<file path="src/rtl/prng.sv">
// prng -- multiplicative congruential generator: rand_o = (a * X) mod m.
//
// X is the external seed, or the previous result when cont=1 and a result
// exists since reset. The 64-bit product is reduced serially, one product
// bit per cycle, by restoring shift-subtract.
//
// Ports
//   clk     rising-edge clock
//   rst     synchronous active-high reset (wins over start)
//   m       modulus, unsigned (m=0 yields 0)
//   a       multiplier, unsigned
//   seed    external seed, unsigned
//   start   level request, held high until done
//   cont    1 = chain from the last result instead of seed
//   done    result valid / handshake acknowledge
//   rand_o  registered result ("rand" is a reserved word in SystemVerilog)
//
// state    | meaning
// ---------+-----------------------------------------------------------
// S_IDLE   | waiting for start; operands latched on acceptance
// S_MUL    | form 64-bit product a*X
// S_REDUCE | 64 shift-subtract steps, then write remainder to rand_o
// S_DONE   | done=1 until start is seen low

module prng (
   input  logic        clk,
   input  logic        rst,
   input  logic [31:0] m,
   input  logic [31:0] a,
   input  logic [31:0] seed,
   input  logic        start,
   input  logic        cont,
   output logic        done,
   output logic [31:0] rand_o
);

   typedef enum logic [1:0] {S_IDLE, S_MUL, S_REDUCE, S_DONE} state_t;

   state_t      state_q, state_d;
   logic [31:0] m_q, m_d;
   logic [31:0] a_q, a_d;
   logic [31:0] x_q, x_d;
   logic [63:0] prod_q, prod_d;
   logic [31:0] rem_q, rem_d;
   logic [6:0]  cnt_q, cnt_d;
   logic [31:0] rand_q, rand_d;
   logic        have_q, have_d;

   logic [32:0] rem_shift;
   logic        rem_ge;
   logic [31:0] rem_next;

   // One restoring step. The running remainder stays below m, so the
   // shifted value fits 33 bits and the difference always fits 32 bits.
   always_comb begin
      rem_shift = {rem_q, prod_q[63]};
      rem_ge    = (rem_shift >= {1'b0, m_q});
      rem_next  = rem_ge ? (rem_shift[31:0] - m_q) : rem_shift[31:0];
   end

   always_comb begin
      state_d = state_q;
      m_d     = m_q;
      a_d     = a_q;
      x_d     = x_q;
      prod_d  = prod_q;
      rem_d   = rem_q;
      cnt_d   = cnt_q;
      rand_d  = rand_q;
      have_d  = have_q;

      case (state_q)
         S_IDLE: begin
            if (start) begin
               m_d     = m;
               a_d     = a;
               x_d     = (cont && have_q) ? rand_q : seed;
               state_d = S_MUL;
            end
         end
         S_MUL: begin
            prod_d  = 64'(a_q) * 64'(x_q);
            rem_d   = '0;
            cnt_d   = 7'd64;
            state_d = S_REDUCE;
         end
         S_REDUCE: begin
            // down-counter: terminal count 0 means all 64 bits consumed
            if (cnt_q != 7'd0) begin
               rem_d  = rem_next;
               prod_d = {prod_q[62:0], 1'b0};
               cnt_d  = cnt_q - 7'd1;
            end else begin
               rand_d  = (m_q == 32'd0) ? 32'd0 : rem_q;
               have_d  = 1'b1;
               state_d = S_DONE;
            end
         end
         S_DONE: begin
            if (!start) state_d = S_IDLE;
         end
         default: state_d = S_IDLE;
      endcase
   end

   always_ff @(posedge clk) begin
      if (rst) begin
         state_q <= S_IDLE;
         m_q     <= '0;
         a_q     <= '0;
         x_q     <= '0;
         prod_q  <= '0;
         rem_q   <= '0;
         cnt_q   <= '0;
         rand_q  <= '0;
         have_q  <= 1'b0;
      end else begin
         state_q <= state_d;
         m_q     <= m_d;
         a_q     <= a_d;
         x_q     <= x_d;
         prod_q  <= prod_d;
         rem_q   <= rem_d;
         cnt_q   <= cnt_d;
         rand_q  <= rand_d;
         have_q  <= have_d;
      end
   end

   assign done   = (state_q == S_DONE);
   assign rand_o = rand_q;

endmodule

</file>
<file path="config.mk">
export PLATFORM = sky130hd
export DESIGN_NAME = prng
export DESIGN_NICKNAME = d
export VERILOG_FILES = /design/src/rtl/prng.sv
export SDC_FILE = /design/constraint.sdc
export NUM_CORES = 2
export LEC_CHECK = 0
export ABC_CLOCK_PERIOD_IN_PS = 12200
export CAP_MARGIN = 10
export CORE_MARGIN = 2
export CORE_UTILIZATION = 50
export CTS_CLUSTER_SIZE = 12
export DETAILED_ROUTE_END_ITERATION = 8
export GPL_TIMING_DRIVEN = 0
export PLACE_DENSITY = 0.7
export SYNTH_ARGS = -nofsm -noshare
export SYNTH_HDL_FRONTEND = slang
export SYNTH_SLANG_ARGS = --single-unit
</file>
<file path="constraint.sdc">
create_clock -name clk -period 12.2 [get_ports clk]
set_clock_uncertainty 0.1 [all_clocks]
set_input_delay 2.44 -clock clk [delete_from_list [all_inputs] [get_ports clk]]
set_output_delay 2.44 -clock clk [all_outputs]
set_load 0.01 [all_outputs]
</file>
==> results.cfg <==
[outcome]
status = finished clean

[critical_path]
setup.worst_path.end = prod_q[63]$_SDFFE_PP0P_
r2r_setup_slack_ns = 3.00
cpPeakStageDelay_ns = 0.87
critPathKind = register to register
cp.required_ns = 12.63
startpoint = x_q[8]$_SDFFE_PP0P_
critPathLaunchType = register
end_kind = register
critPathMaxFanout = 10
cp.arrival_ns = 9.63
crit_chain = clkbuf_1 > and2_1 > fa_1 > fa_1 > inv_1 > fa_1 > fa_1 > inv_1 > fa_1 > fa_1 > fa_1 > fa_1 > ha_1 > clkbuf_1 > nand2_1 > or3_1 > o211ai_1 > o2111ai_1 > a2111oi_0 > nand2b_1 > nand4_1 > and3_1 > nor4_2
crit_top_cell = fa_1
r2r_start = x_q[8]$_SDFFE_PP0P_
ff2ff_path_depth = 23
timing.rr.end = prod_q[63]$_SDFFE_PP0P_
crit_slowest_cell = dfxtp_1

[placement]
io_buffers = 130
globalplace.congestion = 1.05
dpl.hpwl_mm = 136
place_inst = 6385
preCtsSetupSlack_ns = 3.30

[floorplan]
start_util = 0.504
fp.coreArea_um2 = 88400
ioPinCount = 133
die_h_um = 302
rows = 109
die_area_um2 = 91500
die_width_um = 302

[sta]
fmaxAchievable_mhz = 109
finalHoldViolCount = 0
drv_slew = 0
rsz0062_at_grt = no
setup_ws_ns = 3.00
min_period_over_period = 0.754
slew-limit-headroom = 0.187
fin_setup_tns_ns = 0
min_period_ns = 9.20
tightest_slew_ns = 1.22
finalSetupViolCount = 0

[yosys]
ys_ff_latch = 234
seq_area_frac_synth = 0.105
synth_area_um2 = 44500
synth_edf_count = 0
synthArstFlopShare = 0
synth_nets = 6388
ys.flop_type = dfxtp_1
synth_cell_types = 84
postSynthAreaPerCell_um2 = 8.75
netlist_instances = 5090
yosys_warnings = 0

[clock_network]
cts_buffer_depth = 3
clockRootBuffer = clkbuf_16
tritoncts = yes
cts_resized = 0
cts-buffers-inserted = 28
holdBufCountCts = 0
worstSkewPairLatency_ns = 0.62
post_cts_buffers = 0
cts.sinks = 234
clk_pin_slew_ns = 0.06
cts_max_level = 1

[grt]
grt_start_max_net_pins = 17
antenna_found_initial = 7
grt_pass1_wl_mm = 240
grt_usage = 0.360
grt_pass1_vias = 38100
grt_overflow_total = 0

[finish]
layout_common_cells = inv_1 (902), fa_1 (897), nand2_1 (761), and2_1 (595), ha_1 (301)
layout-drive-gt1-share = 0.0199
final_nets = 6549
post-route-util = 0.546
seq_area_um2 = 4680
fill_cells = 8242
finalNonFillerCells = 6443
area_growth_pct = 8.42
multiInputGateArea_um2 = 35200
final_common_cell = inv_1

[power]
p_int_uw = 3800
powerDensity_nw_per_um2 = 188
sw_frac_of_total = 0.582
power_leakage_uw = 0.0229
clkPwrFrac = 0.099
combPwrFrac = 0.771
ir_drop_mv = 0.168
p_switching_uw = 5280
p_seq_frac = 0.130

[routing]
ant_nets = 0
dr.pass1.iters = 6
vias = 37000
wl_per_cell_um = 25.0
wl_mm = 161
drt_iter0_markers = 3625
drc_errors = 0
vias_per_cell = 5.74

[run]
cap_viol_max_count = 0

[worst_hold_path]
hold_path_class = register to register
hold_depth = 2
## how the worst min path moves through the flow
stage,from,slack [ns],end
after detailed placement,prod_q[30]$_SDFFE_PP0P_,0.34,prod_q[30]$_SDFFE_PP0P_
final,prod_q[30]$_SDFFE_PP0P_,0.35,prod_q[30]$_SDFFE_PP0P_
after floorplan,prod_q[30]$_SDFFE_PP0P_,0.33,prod_q[30]$_SDFFE_PP0P_
after CTS,prod_q[30]$_SDFFE_PP0P_,0.35,prod_q[30]$_SDFFE_PP0P_
after global routing,prod_q[14]$_SDFFE_PP0P_,0.37,prod_q[14]$_SDFFE_PP0P_
after global placement,prod_q[30]$_SDFFE_PP0P_,0.34,prod_q[30]$_SDFFE_PP0P_
## layout make-up
class	instances	share of cell area
multi-input cells	3625	0.728
flip-flops and latches	234	0.0970
inverters	902	0.0701
well taps	1165	0.0302
repair buffers	131	0.0272
plain buffers	329	0.0272
clock buffers	44	0.0174
clock inverters	7	0.00257
diodes	6	0.000311
## layer usage
metal / track usage / part of all wire
met1: 0.454 / 0.37
met2: 0.571 / 0.45
met3: 0.0899 / 0.11
met4: 0.195 / 0.067
met5: 0 / 0.00012
## critical path, delay by kind of cell, from the launching register on
kind                     cells  cell delay, ns
flip-flops                   1            0.87
buffers and inverters        4            1.06
AND/OR/NAND/NOR              7            1.49
AO/OA/AOI/OAI                3            1.18
adder cells (fa/ha/maj)      9            4.41
## power by group through the flow
stage	clock network, uW	logic [uW]	registers [uW]
floorplan	0	4330	1020
global placement	0	6740	1180
detailed placement	0	6740	1180
CTS	907	6850	1160
global route	931	7510	1190
finish	897	7000	1180
## sequential cells by signal (all words and copies together), names as in the netlist
name     cells
a_q         32
cnt_q        7
have_q       1
m_q         32
prod_q      64
rand_o      32
rem_q       32
state_q      2
x_q         32
## kinds of logic (layout without fill, tap and decap cells)
group	count (synthesis)	after routing	synth area share
xor+xnor	88	88	0.0173
other cells	0	6	0
fa+ha+maj	1198	1198	0.488
buf+inv	1231	1413	0.105
compound gates	608	608	0.0903
flops	234	234	0.105
mux	46	46	0.0103
simple gates	1685	1685	0.184
## cell usage after synthesis (all sizes together) (5+ instances only)
cell,n,share of area
a2111oi,6,0.0012
a211oi,25,0.0043
a21boi,5,0.00093
a21o,57,0.0096
a21oi,226,0.026
a221oi,18,0.0038
a22o,7,0.0014
a22oi,39,0.0066
a311oi,40,0.0079
a31oi,14,0.0024
and2,596,0.084
and3,9,0.0013
buf,36,0.0046
clkbuf,293,0.025
dfxtp,234,0.11
fa,897,0.40
ha,301,0.085
inv,902,0.076
mux2i,46,0.010
nand2,761,0.064
nand2b,7,0.00098
nand3,56,0.0063
nand3b,7,0.0012
nand4,33,0.0046
nor2,164,0.014
nor2b,9,0.0013
nor3,18,0.0021
nor4,10,0.0015
o211ai,9,0.0019
o21a,13,0.0024
o21ai,91,0.010
o21bai,16,0.0027
o221ai,7,0.0014
o31ai,5,0.0012
xnor2,53,0.010
xor2,35,0.0069
## stage by stage
step                      power (uW)  hold slack (ns)  area, um^2
after detailed placement        7920            0.338       47300
after CTS                       8920            0.346       48300
after floorplan                 5340            0.327       44500
final                           9080            0.350       48300
after global placement          7910            0.335       47300
after global routing            9630            0.371       48300
Note: power is estimated with default switching activity, not from simulation.
